File: config.mk
export PLATFORM = sky130hd
export DESIGN_NAME = attention_score_reader
export DESIGN_NICKNAME = d
export VERILOG_FILES = /design/src/rtl/attention_score_reader.sv
export SDC_FILE = /design/constraint.sdc
export NUM_CORES = 1
export LEC_CHECK = 0
export BUFFER_PORTS_ARGS = -buffer_cell sky130_fd_sc_hd__buf_2
export CORE_MARGIN = 2
export CORE_UTILIZATION = 30
export CTS_CLUSTER_SIZE = 14
export DETAILED_ROUTE_END_ITERATION = 10
export GPL_TIMING_DRIVEN = 0
export PLACE_DENSITY = 0.43
export SLEW_MARGIN = 20
export SYNTH_ARGS = -nofsm -noshare
export SYNTH_HDL_FRONTEND = slang
export SYNTH_SLANG_ARGS = --single-unit
File: constraint.sdc
create_clock -name clk -period 8 [get_ports clk]
set_input_delay 0.8 -clock clk [delete_from_list [all_inputs] [get_ports clk]]
set_output_delay 0.8 -clock clk [all_outputs]
set_load 0.02 [all_outputs]
File: src/rtl/attention_score_reader.sv
// -----------------------------------------------------------------------------
// attention_score_reader
//
// Read-side initiator for the attention-score C SRAM port. After a GEMM
// completes, a start pulse launches a row-major sweep over all T x T score
// entries. Requests are credit limited so that every outstanding read always
// has a guaranteed slot in the output FIFO. In-order responses are tagged with
// their (row, column) coordinates and leave as a valid/ready stream.
//
// Ports
//   clk, rst            clock, synchronous active-high reset
//   start               single-cycle pulse, honoured only in IDLE
//   busy                high while sweeping (RUN / DRAIN)
//   done                one-cycle pulse on normal completion
//   err_timeout         sticky abort flag, cleared by the next accepted start
//   score_re            one-cycle read request
//   score_tq, score_tk  request row / column
//   score_rdata         response data
//   score_rvalid        response strobe, in request order
//   out_valid/out_ready stream handshake
//   out_data            score value
//   out_tq, out_tk      coordinates of out_data
//   out_last            marks entry (T-1, T-1)
// -----------------------------------------------------------------------------
module attention_score_reader #(
    parameter int T          = 8,
    parameter int DATA_W     = 32,
    parameter int FIFO_DEPTH = 4,
    parameter int TIMEOUT    = 64,
    localparam int T_W       = (T <= 1) ? 1 : $clog2(T)
) (
    input  logic              clk,
    input  logic              rst,
    input  logic              start,
    output logic              busy,
    output logic              done,
    output logic              err_timeout,
    output logic              score_re,
    output logic [T_W-1:0]    score_tq,
    output logic [T_W-1:0]    score_tk,
    input  logic [DATA_W-1:0] score_rdata,
    input  logic              score_rvalid,
    output logic              out_valid,
    input  logic              out_ready,
    output logic [DATA_W-1:0] out_data,
    output logic [T_W-1:0]    out_tq,
    output logic [T_W-1:0]    out_tk,
    output logic              out_last
);

    localparam int PTR_W = $clog2(FIFO_DEPTH);
    localparam int CNT_W = PTR_W + 1;
    localparam int SUM_W = CNT_W + 1;
    localparam int TO_W  = $clog2(TIMEOUT) + 1;

    localparam logic [T_W-1:0]   LAST_IDX = T_W'(T - 1);
    localparam logic [SUM_W-1:0] DEPTH_C  = SUM_W'(FIFO_DEPTH);
    // The counter is compared one step early so the abort lands on the edge
    // where the stall count would reach TIMEOUT-1.
    localparam logic [TO_W-1:0]  TO_TRIP  = TO_W'(TIMEOUT - 2);

    typedef enum logic [2:0] {
        S_IDLE  = 3'd0,
        S_RUN   = 3'd1,
        S_DRAIN = 3'd2,
        S_DONE  = 3'd3,
        S_ERR   = 3'd4
    } state_t;

    state_t             state_r;
    logic               busy_r;
    logic               done_r;
    logic               err_r;
    logic [T_W-1:0]     iq_r;
    logic [T_W-1:0]     ik_r;
    logic [T_W-1:0]     rq_r;
    logic [T_W-1:0]     rk_r;
    logic [CNT_W-1:0]   outstanding_r;
    logic [TO_W-1:0]    tcnt_r;

    logic [DATA_W-1:0]  mem_data_r [FIFO_DEPTH];
    logic [T_W-1:0]     mem_tq_r   [FIFO_DEPTH];
    logic [T_W-1:0]     mem_tk_r   [FIFO_DEPTH];
    logic               mem_last_r [FIFO_DEPTH];
    logic [PTR_W-1:0]   wr_ptr_r;
    logic [PTR_W-1:0]   rd_ptr_r;
    logic [CNT_W-1:0]   fifo_count_r;

    logic               active_s;
    logic [SUM_W-1:0]   credit_sum_s;
    logic               issue_s;
    logic               resp_s;
    logic               head_valid_s;
    logic               pop_s;
    logic               last_pop_s;
    logic               stall_s;
    logic               timeout_s;
    logic               accept_start_s;
    logic               flush_s;

    // Datapath decode, all derived from registered state.
    assign active_s       = (state_r == S_RUN) || (state_r == S_DRAIN);
    // FIFO slots already taken plus slots reserved for in-flight reads.
    assign credit_sum_s   = SUM_W'(fifo_count_r) + SUM_W'(outstanding_r);
    assign issue_s        = (state_r == S_RUN) && (credit_sum_s < DEPTH_C);
    assign resp_s         = active_s && score_rvalid && (outstanding_r != '0);
    assign head_valid_s   = (fifo_count_r != '0);
    assign pop_s          = head_valid_s && out_ready;
    assign last_pop_s     = pop_s && mem_last_r[rd_ptr_r];
    assign stall_s        = (outstanding_r != '0) && !score_rvalid;
    assign timeout_s      = active_s && stall_s && (tcnt_r == TO_TRIP);
    assign accept_start_s = (state_r == S_IDLE) && start;
    assign flush_s        = accept_start_s || timeout_s;

    assign busy        = busy_r;
    assign done        = done_r;
    assign err_timeout = err_r;
    assign score_re    = issue_s;
    assign score_tq    = iq_r;
    assign score_tk    = ik_r;
    assign out_valid   = head_valid_s;
    assign out_data    = mem_data_r[rd_ptr_r];
    assign out_tq      = mem_tq_r[rd_ptr_r];
    assign out_tk      = mem_tk_r[rd_ptr_r];
    assign out_last    = head_valid_s && mem_last_r[rd_ptr_r];

    // Sweep FSM: issue/response counters, credit tracking, timeout and status.
    always_ff @(posedge clk) begin
        if (rst) begin
            state_r       <= S_IDLE;
            busy_r        <= 1'b0;
            done_r        <= 1'b0;
            err_r         <= 1'b0;
            iq_r          <= '0;
            ik_r          <= '0;
            rq_r          <= '0;
            rk_r          <= '0;
            outstanding_r <= '0;
            tcnt_r        <= '0;
        end else begin
            done_r <= 1'b0;
            case (state_r)
                S_IDLE: begin
                    if (start) begin
                        state_r       <= S_RUN;
                        busy_r        <= 1'b1;
                        err_r         <= 1'b0;
                        iq_r          <= '0;
                        ik_r          <= '0;
                        rq_r          <= '0;
                        rk_r          <= '0;
                        outstanding_r <= '0;
                        tcnt_r        <= '0;
                    end else begin
                        state_r <= S_IDLE;
                    end
                end
                S_RUN, S_DRAIN: begin
                    if (issue_s) begin
                        if (ik_r == LAST_IDX) begin
                            ik_r <= '0;
                            iq_r <= (iq_r == LAST_IDX) ? '0 : iq_r + T_W'(1);
                        end else begin
                            ik_r <= ik_r + T_W'(1);
                        end
                    end
                    if (resp_s) begin
                        if (rk_r == LAST_IDX) begin
                            rk_r <= '0;
                            rq_r <= (rq_r == LAST_IDX) ? '0 : rq_r + T_W'(1);
                        end else begin
                            rk_r <= rk_r + T_W'(1);
                        end
                    end
                    // A response in the issue cycle hands its credit straight over.
                    if (issue_s && !resp_s) begin
                        outstanding_r <= outstanding_r + CNT_W'(1);
                    end else if (resp_s && !issue_s) begin
                        outstanding_r <= outstanding_r - CNT_W'(1);
                    end else begin
                        outstanding_r <= outstanding_r;
                    end
                    if (stall_s) begin
                        tcnt_r <= tcnt_r + TO_W'(1);
                    end else begin
                        tcnt_r <= '0;
                    end

                    if (timeout_s) begin
                        state_r       <= S_ERR;
                        busy_r        <= 1'b0;
                        err_r         <= 1'b1;
                        outstanding_r <= '0;
                        tcnt_r        <= '0;
                    end else if ((state_r == S_RUN) && issue_s &&
                                 (iq_r == LAST_IDX) && (ik_r == LAST_IDX)) begin
                        state_r <= S_DRAIN;
                    end else if ((state_r == S_DRAIN) && last_pop_s) begin
                        state_r <= S_DONE;
                        busy_r  <= 1'b0;
                        done_r  <= 1'b1;
                    end else begin
                        state_r <= state_r;
                    end
                end
                S_DONE: begin
                    state_r <= S_IDLE;
                end
                S_ERR: begin
                    state_r <= S_IDLE;
                end
                default: begin
                    state_r <= S_IDLE;
                    busy_r  <= 1'b0;
                end
            endcase
        end
    end

    // Output FIFO: push tagged responses, pop on handshake, flush on start/abort.
    always_ff @(posedge clk) begin
        if (rst) begin
            wr_ptr_r     <= '0;
            rd_ptr_r     <= '0;
            fifo_count_r <= '0;
            for (int i = 0; i < FIFO_DEPTH; i++) begin
                mem_data_r[i] <= '0;
                mem_tq_r[i]   <= '0;
                mem_tk_r[i]   <= '0;
                mem_last_r[i] <= 1'b0;
            end
        end else if (flush_s) begin
            wr_ptr_r     <= '0;
            rd_ptr_r     <= '0;
            fifo_count_r <= '0;
        end else begin
            if (resp_s) begin
                mem_data_r[wr_ptr_r] <= score_rdata;
                mem_tq_r[wr_ptr_r]   <= rq_r;
                mem_tk_r[wr_ptr_r]   <= rk_r;
                mem_last_r[wr_ptr_r] <= (rq_r == LAST_IDX) && (rk_r == LAST_IDX);
                wr_ptr_r             <= wr_ptr_r + PTR_W'(1);
            end
            if (pop_s) begin
                rd_ptr_r <= rd_ptr_r + PTR_W'(1);
            end
            if (resp_s && !pop_s) begin
                fifo_count_r <= fifo_count_r + CNT_W'(1);
            end else if (pop_s && !resp_s) begin
                fifo_count_r <= fifo_count_r - CNT_W'(1);
            end else begin
                fifo_count_r <= fifo_count_r;
            end
        end
    end

endmodule

==> out/qor.yml <==
run_status:
  status: "complete, no violations"
timing:
  tightest_slew_ps: 957
  fin_setup_tns_ps: 0
  post-route-period-util: 0.450
  final_hold_viol_count: 0
  timing.fmax_mhz: 278
  hold_slack_ps: 481
  relSlewSlack: 0.362
  slew_viol_final: 0
  setup_viol: 0
  min_period_ps: 3600
  fin_worst_skew_ps: 12.1
  rsz0062_at_grt: "false"
grt:
  grt_overflow_total: 0
  grt.total_usage: 0.150
  antenna_found_initial: 0
  grt_max_degree: 40
  grt_pass1_vias: 5662
  grt_pass1_wl_mm: 33.8
yosys:
  synthTopCellsByCount: "edfxtp_1 (156), and2_1 (79), and3_1 (77), mux4_2 (39), dfxtp_1 (37)"
  synth_top_area_frac: 0.540
  synth.net_count: 664
  avgSynthCellArea_um2: 14.2
  yosysUniqueCellTypes: 56
  synth_area_leaders: "edfxtp_1 (54%), mux4_2 (10%), dfxtp_1 (8.5%)"
  async_flop_share: 0
  yosysWarnings: 0
  syn_inst: 612
  yosys.area.top_type: "edfxtp_1"
  netlist_area_um2: 8680
  synth-edff-count: 156
  ys_seq_area_frac: 0.625
  yosysMostFrequentCell: "edfxtp_1"
  synth_top_flop_cell: "edfxtp_1"
  ys_ff_latch: 193
power:
  p_comb_frac: 0.067
  p_sw_frac: 0.244
  internal_power_mw: 1.61
  power.density_nw_per_um2: 209
  p_leak_nw: 4.04
  p_switching_uw: 518
  vdd_drop_max_v: 0.000148
  pwr-share-seq: 0.529
  pwr-share-clk: 0.404
placed_design:
  globalplace.congestion: 0.775
  io_buffers: 85
  placed_area_um2: 9610
  dp.cells: 1081
  hpwl_mm: 14.0
clock_tree:
  cts_buffer_depth: 2
  clock_latency_ps: 430
  cts_root_buffer: "clkbuf_16"
  hold_buffers: 0
  cts-htree-levels: 4
  cts_tree: "done"
  postCtsSetupBuffers: 0
  clk_pin_slew_worst_paths_ps: 80
  cts_made_buffers: 17
  ctsResizeCount: 0
  cts_num_sinks: 193
final_layout:
  fin_cells: 1113
  fin_area_um2: 10200
  drive_gt1_frac: 0.255
  final_net_count: 768
  post-route-util: 0.356
  syn_to_final_growth_pct: 17.5
  insertedDiodeCount: 0
die:
  core_um2: 28600
  initial_utilization: 0.303
  die_area_um2: 30300
  rows: 62
  fp.dieW_um: 174
  num_io_pins: 87
  fp.dieH_um: 174
setup_path:
  cp_max_fo: 10
  worst_setup_path_end_kind: "output port"
  critPathRequiredTime_ps: 7200
  crit_type: "reg2out"
  cp-start-kind: "flip-flop"
  crit_arrival_ps: 2800
route:
  top_layer: "met4"
  drt_iter0_markers: 283
  dr.pass1.iters: 4
  routed_via_density: 4.86
  wl_met2_mm: 11.2
  wl_per_cell_um: 19.9
  vias: 5414
  drcViolationCount: 0
  dr_wl_met3_um: 756
  final_antenna_net_count: 0
  wl_met1_mm: 10.0
  routed_wl_mm: 22.2
flow_run:
  cap_violations: 0
min_path:
  hp-class: "reg2reg"
-- cells in the final DEF (no fill, tap or decap), types with 9 or more instances in the layout --
| cell type | synthesis | routed |
|---|---|---|
| nand3_1 | 13 | 13 |
| a21oi_1 | 18 | 18 |
| ha_1 | 13 | 13 |
| dfxtp_1 | 37 | 37 |
| edfxtp_1 | 156 | 156 |
| nor3_1 | 9 | 9 |
| nand2_1 | 13 | 13 |
| and2_1 | 79 | 79 |
| clkbuf_16 | 0 | 17 |
| mux4_2 | 39 | 39 |
| buf_2 | 7 | 92 |
| nor2_1 | 29 | 29 |
| clkbuf_1 | 25 | 25 |
| and3_1 | 77 | 77 |
-- per-stage QoR --
stage / total power, mW / setup WS (ps)
floorplan: 1.23 / 5200
global placement: 1.29 / 3840
detailed placement: 1.30 / 4270
finish: 2.13 / 4400
CTS: 2.15 / 4280
global route: 2.20 / 4160
-- worst max-delay path, cell delays in order (launching register included) --
cell and delay [ps]:
dfxtp_1 370, buf_1 730, buf_2 520, mux4_2 580, buf_2 180
-- cell families after synthesis --
group,count (synthesis),share of synthesized area
fa+ha+maj,15,0.0234
xor+xnor,12,0.0121
flops,193,0.625
mux,43,0.106
simple gates,258,0.178
buf+inv,50,0.0245
compound gates,41,0.0316
-- per-layer routing --
layer | vias up | GRT usage
li1 | 2525 | -
met1 | 2785 | 0.196
met2 | 90 | 0.259
met3 | 14 | 0.0302
met4 | 0 | 0.0305
met5 | - | 0
-- power by group through the flow --
stage | Sequential (mW) | Clock, mW | Combinational [mW]
2_1_floorplan | 1.14 | 0 | 0.0872
3_3_place_gp | 1.15 | 0 | 0.144
3_5_place_dp | 1.15 | 0 | 0.147
4_1_cts | 1.13 | 0.877 | 0.147
5_1_grt | 1.13 | 0.918 | 0.158
6_report | 1.13 | 0.859 | 0.144
-- layout make-up --
class                           instances  area (um2)
Fill cell                            2824       18400
Sequential cell                       193        5430
Multi-Input combinational cell        369        3070
Tap cell                              384         480
Clock buffer                           17         425
Timing Repair Buffer                   85         425
Buffer                                 41         180
Clock inverter                         15         160
Inverter                                9        33.8
-- final timing paths --
path                                                 endpoint  slack [ps]  cells past startpoint               startpoint
worst min-delay path                        busy$_SDFFE_PP0P_         480                      2        busy$_SDFFE_PP0P_
worst max-delay path                             out_data[26]        4400                      4                flip-flop
worst min register to register              busy$_SDFFE_PP0P_         480                      2        busy$_SDFFE_PP0P_
worst max register to register  outstanding_r[2]$_SDFFE_PP0P_        4610                     11  state_r[0]$_SDFFE_PP0P_
-- state kept, by name (all words and copies together) (netlist names), 2 cells and up, named ones only --
signal	flops
wr_ptr_r	2
tcnt_r	7
rd_ptr_r	2
mem_tk_r	12
mem_data_r	128
state_r	3
outstanding_r	3
mem_tq_r	12
rq_r	3
score_tq	3
fifo_count_r	3
rk_r	3
mem_last_r	4
score_tk	3
Note: power is estimated with default switching activity, not from simulation.
